`src/rtl/lpif_online_seq_ctrl.sv`:
```
// LPIF online sequencing controller.
// Brings the link datapath online in two steps (tx, then rx), qualifies the
// PHY, waits for remote alignment, and retries a bounded number of times
// before parking in FAIL. A single shared timer serves every timed state.
module lpif_online_seq_ctrl #(
  parameter int unsigned SETTLE_CYC = 4,
  parameter int unsigned RETRY_GAP  = 8,
  parameter int unsigned MAX_RETRY  = 3
) (
  input  logic        clk_wr,
  input  logic        rst_wr,
  input  logic        enable,
  input  logic [1:0]  phy_ready,
  input  logic        rx_align_done,
  input  logic [15:0] timeout_value,
  output logic        tx_online,
  output logic        rx_online,
  output logic        link_up,
  output logic        link_fail,
  output logic [1:0]  retry_cnt,
  output logic [2:0]  ctrl_state,
  output logic [31:0] debug_status
);

  typedef enum logic [2:0] {
    S_IDLE     = 3'd0,
    S_WAIT_PHY = 3'd1,
    S_TX_ON    = 3'd2,
    S_RX_ON    = 3'd3,
    S_LINK_UP  = 3'd4,
    S_RETRY    = 3'd5,
    S_FAIL     = 3'd6
  } state_t;

  // Last timer value spent in a timed state before leaving it.
  localparam logic [15:0] SETTLE_LAST = 16'(SETTLE_CYC - 1);
  localparam logic [15:0] RETRY_LAST  = 16'(RETRY_GAP - 1);

  state_t      r_state;
  logic [15:0] r_timer;
  logic [1:0]  r_retry_cnt;
  logic        r_tx_online;
  logic        r_rx_online;
  logic        r_link_up;
  logic        r_link_fail;

  state_t      w_state_next;
  logic [15:0] w_timer_next;
  logic [1:0]  w_retry_next;
  logic        w_phy_ok;

  assign w_phy_ok = (phy_ready == 2'b11);

  // Next-state, shared timer and retry counter computation.
  always_comb begin
    w_state_next = r_state;
    w_timer_next = r_timer;
    w_retry_next = r_retry_cnt;
    case (r_state)
      S_IDLE: begin
        if (enable) w_state_next = S_WAIT_PHY;
      end
      S_WAIT_PHY: begin
        // Timer counts consecutive good samples; any bad sample restarts it.
        if (w_phy_ok) begin
          if (r_timer != 16'd0) w_state_next = S_TX_ON;
          else                  w_timer_next = 16'd1;
        end else begin
          w_timer_next = 16'd0;
        end
      end
      S_TX_ON: begin
        // Alignment wins over a coincident timeout.
        if (rx_align_done)
          w_state_next = S_RX_ON;
        else if ((timeout_value != 16'd0) && (r_timer == timeout_value))
          w_state_next = S_RETRY;
        else if (r_timer != 16'hFFFF)
          w_timer_next = r_timer + 16'd1;
      end
      S_RX_ON: begin
        if (!rx_align_done || !w_phy_ok) w_state_next = S_RETRY;
        else if (r_timer >= SETTLE_LAST) w_state_next = S_LINK_UP;
        else                             w_timer_next = r_timer + 16'd1;
      end
      S_LINK_UP: begin
        if (!rx_align_done || !w_phy_ok) w_state_next = S_RETRY;
      end
      S_RETRY: begin
        if (r_timer >= RETRY_LAST) begin
          if (32'(r_retry_cnt) >= MAX_RETRY) w_state_next = S_FAIL;
          else                               w_state_next = S_WAIT_PHY;
        end else begin
          w_timer_next = r_timer + 16'd1;
        end
      end
      S_FAIL: begin
        w_state_next = S_FAIL;
      end
      default: begin
        w_state_next = S_IDLE;
      end
    endcase

    // Dropping enable overrides every other transition.
    if (!enable) w_state_next = S_IDLE;

    if (w_state_next != r_state) begin
      w_timer_next = 16'd0;
      if ((w_state_next == S_RETRY) && (r_retry_cnt != 2'd3))
        w_retry_next = r_retry_cnt + 2'd1;
    end

    if (w_state_next == S_IDLE) begin
      w_timer_next = 16'd0;
      w_retry_next = 2'd0;
    end
  end

  // State, counters and outputs; outputs are decoded from the next state so
  // they are registered alongside it.
  always_ff @(posedge clk_wr or posedge rst_wr) begin
    if (rst_wr) begin
      r_state     <= S_IDLE;
      r_timer     <= 16'd0;
      r_retry_cnt <= 2'd0;
      r_tx_online <= 1'b0;
      r_rx_online <= 1'b0;
      r_link_up   <= 1'b0;
      r_link_fail <= 1'b0;
    end else begin
      r_state     <= w_state_next;
      r_timer     <= w_timer_next;
      r_retry_cnt <= w_retry_next;
      r_tx_online <= (w_state_next == S_TX_ON) || (w_state_next == S_RX_ON) ||
                     (w_state_next == S_LINK_UP);
      r_rx_online <= (w_state_next == S_RX_ON) || (w_state_next == S_LINK_UP);
      r_link_up   <= (w_state_next == S_LINK_UP);
      r_link_fail <= (w_state_next == S_FAIL);
    end
  end

  assign tx_online  = r_tx_online;
  assign rx_online  = r_rx_online;
  assign link_up    = r_link_up;
  assign link_fail  = r_link_fail;
  assign retry_cnt  = r_retry_cnt;
  assign ctrl_state = r_state;

  // Field layout: [20] fail, [19] up, [18] rx, [17] tx, [16:14] state,
  // [13:12] retry count, [11:0] timer; upper bits zero so the word is 32 bits.
  assign debug_status = {11'h0, r_link_fail, r_link_up, r_rx_online, r_tx_online,
                         r_state, r_retry_cnt, r_timer[11:0]};

endmodule

```
`config.mk`:
```
export PLATFORM = sky130hd
export DESIGN_NAME = lpif_online_seq_ctrl
export DESIGN_NICKNAME = d
export VERILOG_FILES = /design/src/rtl/lpif_online_seq_ctrl.sv
export SDC_FILE = /design/constraint.sdc
export NUM_CORES = 1
export LEC_CHECK = 0
export BUFFER_PORTS_ARGS = -buffer_cell sky130_fd_sc_hd__buf_2
export CAP_MARGIN = 20
export CORE_MARGIN = 1
export CORE_UTILIZATION = 57
export DETAILED_ROUTE_END_ITERATION = 10
export PLACE_DENSITY = 0.83
export SLEW_MARGIN = 20
export SYNTH_ARGS = -nofsm -noshare
export SYNTH_HDL_FRONTEND = slang
export SYNTH_SLANG_ARGS = --single-unit
```
`constraint.sdc`:
```
create_clock -name clk_wr -period 5.3 [get_ports clk_wr]
set_input_delay 0.265 -clock clk_wr [delete_from_list [all_inputs] [get_ports clk_wr]]
set_output_delay 0.265 -clock clk_wr [all_outputs]
set_load 0.02 [all_outputs]
```
-- Yosys cells after proc, flatten, opt, wreduce, memory -nomap -nowiden
Index checks and enable logic that the tools add are counted.
Widths: inputs -> output; s select.
- divide/modulo/power cells: 0
- $mul: 0
- bitwise gates (word level): 0
- shift-type cells: 0
- multiplexer cells: 25
- order comparisons: 3
- equal/unequal tests: 23
- add/subtract/negate cells: 2
- reductions and logical operators: 17
- operators with widths (kind ; number):
    $mux 16 ; 10
    $pmux 16 s4 ; 1
    $reduce_bool 16->1 ; 2
    $mux 3 ; 10
    $ne 4x4->1 const B ; 6
    $pmux 3 s7 ; 1
    $eq 3x3->1 const B ; 6
    $add 16x1->16 const B ; 1
    $eq 16x16->1 ; 1
    $ge 16x2->1 const B ; 1
    $ge 16x3->1 const B ; 1
    $ne 16x16->1 const B ; 1
    $eq 3x2->1 const B ; 4
    $reduce_and 8->1 ; 1
    $logic_not 3->1 ; 2
    $mux 2 ; 3
    $reduce_bool 6->1 ; 1
    $ne 5x5->1 const B ; 1
    $logic_or 1x1->1 ; 4
    $reduce_bool 2->1 ; 2
    $eq 3x1->1 const B ; 1
    $ne 3x3->1 ; 1
    $add 2x1->2 const B ; 1
    $eq 2x2->1 const B ; 1
    5 further kinds ; 7
- register bits: 25
- RAM bits: 0
- memories kept: 0
- output and inout bits: 41
- word-level logic and storage cells: 77
- latch bits: 0
- ROM bits: 0

-- Logic depth before layout (Yosys ltp)
- word-level depth: 11
- depth in mapped cells: 10
- depth with buffers taken out: 9

-- Worst setup path before layout
No wires, ideal clock.
- path type: register -> register
- start point: register r_timer[0]
- end point: register r_timer[0]
- path buffers: 1
- data required time: 5227 ps
- period minus slack after synthesis: 2686 ps
- library setup time: 73 ps
- path slack: 2614 ps
- arrival: 2613 ps
- stages on the path, launching flop included: 10
- cells stage by stage: dfrtp_1 -> ha_1 -> a211oi_1 -> nand4_1 -> o21ai_0 -> o21ai_2 -> or4_1 -> buf_2 -> or3_1 -> a21oi_2
- cells in the longest elaborated chain, start to end: 9
- RTL lines (what ; line ; source):
    start: declaration ; 40 ; logic [15:0] r_timer;
    start signal: assignment ; 133 ; r_timer <= w_timer_next;
    branches (longest 9 deep; another with $ge 16x2->1) ; n/a ;
Parallel ways; which one is timed is not known. The select of a mux whose other input is x is not followed.
A chain may end at the register's enable or synchronous reset.

-- Worst setup path after layout
- start point: register r_timer[0]
- end point: register r_timer[12]
The elaborated chain is that of the path after synthesis.

==> results list <==
- STA classifies the critical path startpoint as a flop.
- Proportion of layout cells with a drive suffix above 1: 24.57%
- In this run the remaining antenna-violating nets after routing total 0.
* CTS Hold Bufs: 0
- End-of-flow core utilization: around 63%
* Worst setup path start: r_timer[0]$_DFFE_PP0P_
- Dividing the detail-routed via count by the number of cells gives 6.323.
* Via count of the first global-routing pass: 1928
- Dividing the synthesized area by the synthesized cell count gives between 8 and 9 sq um.
- Element type at the critical path end: flop
- Top cells by instance count after synthesis: sky130_fd_sc_hd__buf_4, sky130_fd_sc_hd__nor2_1, sky130_fd_sc_hd__dfrtp_1
- Routability-driven placement finished with a final weighted congestion of 0.9141.
- The number of clock buffers added by TritonCTS is 3.
- Number of max-capacitance violations reported: 0
- Summed over all cells, the static leakage comes to 1.109 nW.
* Synthesized instance count: approximately 270
- Counting flops with a built-in enable in the synthesized netlist gives 0.
- In the detailed route, the total length drawn on met2 is 2702 um.
* Worst voltage drop across the vdd grid: 0.09374 mV
- CTS tree: built
- Area of the mapped netlist: 2280 sq um
- DR WL met3: between 400 and 500 um
- In this run the top signal layer used is met4.
- The flow ran to the end, and the final reports show no timing, DRC or antenna violations.
- Most common cell in the synthesized netlist: sky130_fd_sc_hd__buf_4
- From synthesis to final layout, the design area changed by 3.567%.
- Row generation in the floorplan step produced 22 rows.
- Register-to-Register Path Depth: 8
- Area share of the largest cell type after synthesis: 27.44%
- For this configuration, the core starts out at a cell density of 60.90%.
- Entering global routing, the biggest net connects 26 pins.
- The region available for standard cell placement spans 3744 sq um.
- Global Route Usage Sum: 27.72%
- Count of pins on the block boundary: 63
* Design Power: approximately 0.38 mW
- Die Area: 4256 sq um
- Data on the critical path arrives at its endpoint at 3180 ps.
- For this run, design rule violations remaining after detail routing come to 0.
- After synthesis, the share of flip-flops with an asynchronous set or reset is 100.0%.
- The final count of pins violating max slew was 0.
- Final nets: 319
* P per Cell Area: 159.6 nW/um^2
- The later pin in the worst-skew pair is clocked with a latency of 270 ps.
- Number of diodes added for antenna fixing: 0
- Die span in x: roughly 65 um
- Number of different library cells in the post-synthesis netlist: 56
- Setup repair after global routing missed its margin: false
- Layout fillers: roughly 350
* Top area cells in the synthesized netlist: sky130_fd_sc_hd__dfrtp_1, sky130_fd_sc_hd__buf_4, sky130_fd_sc_hd__nor2_1, sky130_fd_sc_hd__nor4_4, sky130_fd_sc_hd__nand2_1
- Clock root buffer master: sky130_fd_sc_hd__clkbuf_8
- Data required, critical path: 5470 ps
* Library cell occupying the most area in the post-synthesis netlist: sky130_fd_sc_hd__dfrtp_1
* Reg2reg setup slack: about 2300 ps
* Final design area excluding fillers: 2361 sq um
* Capture point of the worst reg-to-reg path: r_timer[12]$_DFFE_PP0P_
- The final critical path takes up between 50 and 60% of the cycle.
- Register area share after synthesis: 27.44%
* Class of the tightest hold or removal check: in -> async
- CTS Sinks: 25
- Number of input and output port buffers inserted: 51
- Setup Total Neg Slack: 0 ps
- Main synth FF type: sky130_fd_sc_hd__dfrtp_1
- The startpoint identified for the worst register-to-register timing path is r_timer[0]$_DFFE_PP0P_.
* Total iterations of the first detailed-routing run: 5
- In the final routed layout, each cell accounts on average for 16.48 um.
- Count of endpoints failing setup in the final report: 0
* Headroom to the max-slew limit: 30.91%
- For this block, wires on met1 add up to 2381 um.
* Final min period: roughly 3000 ps
* Height of the die: approximately 65 um
- Along the worst path, the maximum fanout reaches 16.
- The routed layout has 2156 vias.
- Total of warnings raised by yosys: 0
* Cells resized by post-CTS repair: 0
* Post-CTS Setup Bufs: 0
- For the pin with the worst max-slew slack, the measured transition is 1032 ps.
- Critical path class: reg -> reg
- Area post-placement: 2312 sq um
- Fmax: 0.3322 GHz
- H-Tree Depth: 1
- For this block, the routed nets add up to 5618 um of wire.
- Worst-case clock skew: around 7.4 ps
- First DRT Iteration DRCs: 228
- The first global-routing pass estimated 9246 um of wire.
- The clock passes through at most 2 buffers.
* Clock-pin transition on the worst setup and hold timing paths: 100 ps
- The initial antenna violation count is 0.
- HPWL after detailed placement: 4197 um
* Worst-case hold slack: 70.91 ps
* Register bit count reported by yosys: 25
- The number of hold violations in the final report is 0.
- For this run the aggregate overflow at the end of global routing stands at 0.
## sequential cells by signal (all words and copies together), names as in the netlist
name        count
retry_cnt       2
r_timer        16
link_fail       1
ctrl_state      3
rx_online       1
tx_online       1
link_up         1
## where the power goes
part / internal, mW / total [mW] / switching (mW)
Combinational: 0.0199 / 0.0606 / 0.0408
Clock: 0.0533 / 0.121 / 0.0679
Sequential: 0.192 / 0.195 / 0.00353
## per-layer routing
metal  vias to the layer above  GRT usage [%]
met2                       105          46.13
met1                      1046          37.75
li1                        996              -
met3                         9          3.299
met5                         -              0
met4                         0          7.609
## worst max path at each step
stage	cells past startpoint	slack (ps)	endpoint
after floorplan	9	2610	r_timer[0]$_DFFE_PP0P_
after global placement	8	2400	r_timer[0]$_DFFE_PP0P_
after detailed placement	8	2330	r_timer[0]$_DFFE_PP0P_
after CTS	8	2310	r_timer[12]$_DFFE_PP0P_
after global routing	8	2060	r_timer[3]$_DFFE_PP0P_
final	8	2290	r_timer[12]$_DFFE_PP0P_
## cell usage in the layout, fill, tap and decap left out, types with 3 or more instances in the layout
| master | netlist | layout |
|---|---|---|
| sky130_fd_sc_hd__conb_1 | 1 | 11 |
| sky130_fd_sc_hd__and3_1 | 5 | 5 |
| sky130_fd_sc_hd__xnor2_1 | 8 | 8 |
| sky130_fd_sc_hd__nor4_4 | 4 | 4 |
| sky130_fd_sc_hd__dfrtp_1 | 25 | 25 |
| sky130_fd_sc_hd__ha_1 | 3 | 3 |
| sky130_fd_sc_hd__nor3b_1 | 3 | 3 |
| sky130_fd_sc_hd__a311oi_1 | 6 | 6 |
| sky130_fd_sc_hd__nand4_1 | 5 | 5 |
| sky130_fd_sc_hd__a31oi_1 | 4 | 4 |
| sky130_fd_sc_hd__and3_2 | 3 | 3 |
| sky130_fd_sc_hd__xor2_1 | 8 | 8 |
| sky130_fd_sc_hd__o21ai_0 | 11 | 11 |
| sky130_fd_sc_hd__mux2i_1 | 4 | 4 |
| sky130_fd_sc_hd__nand2b_1 | 3 | 3 |
| sky130_fd_sc_hd__nor4_1 | 6 | 6 |
| sky130_fd_sc_hd__clkbuf_8 | 0 | 3 |
| sky130_fd_sc_hd__nor2b_1 | 4 | 4 |
| sky130_fd_sc_hd__buf_2 | 6 | 51 |
| sky130_fd_sc_hd__nand3_1 | 7 | 7 |
| sky130_fd_sc_hd__nand3b_1 | 4 | 4 |
| sky130_fd_sc_hd__nor3_1 | 13 | 13 |
| sky130_fd_sc_hd__nor2_1 | 27 | 27 |
| sky130_fd_sc_hd__nand2_1 | 19 | 19 |
| sky130_fd_sc_hd__a41oi_1 | 5 | 5 |
| sky130_fd_sc_hd__inv_1 | 8 | 7 |
| sky130_fd_sc_hd__a21oi_1 | 11 | 11 |
## area by class of cell
cell class                      count  area, sq um  area share, %
Clock buffer                        3        41.29          1.749
Multi-Input combinational cell    205         1341          56.81
Sequential cell                    25        625.6          26.50
Clock inverter                      1        7.507         0.3180
Inverter                            8        30.03          1.272
Timing Repair Buffer               51        255.2          10.81
Tap cell                           48        60.06          2.544
## worst max-delay path, cell delays in order (launching register included)
cell                       delay [ps]
sky130_fd_sc_hd__dfrtp_1          490
sky130_fd_sc_hd__ha_1             340
sky130_fd_sc_hd__a211oi_1         320
sky130_fd_sc_hd__a41oi_1          210
sky130_fd_sc_hd__o32ai_1          280
sky130_fd_sc_hd__a31oi_1          110
sky130_fd_sc_hd__nor2b_1          180
sky130_fd_sc_hd__a2111o_1         670
sky130_fd_sc_hd__a311oi_1         300
## through the flow
stage | cells | setup WS (ps)
2_1_floorplan | 283 | 2614
3_3_place_gp | 337 | 2404
3_5_place_dp | 337 | 2333
4_1_cts | 341 | 2310
5_1_grt | 341 | 2064
6_report | 341 | 2290
## logic make-up after synthesis
| group | count (synthesis) | share of synthesized area [%] |
|---|---|---|
| adders and majority gates | 3 | 1.647 |
| DFF | 25 | 27.44 |
| buffers and inverters | 53 | 15.37 |
| muxes | 6 | 2.744 |
| AOI/OAI and AO/OA | 54 | 16.63 |
| other | 1 | 0.1645 |
| xor gates and xnor gates | 16 | 6.147 |
| and+or+nand+nor | 115 | 29.86 |
Power figures use the tool's default switching activity.
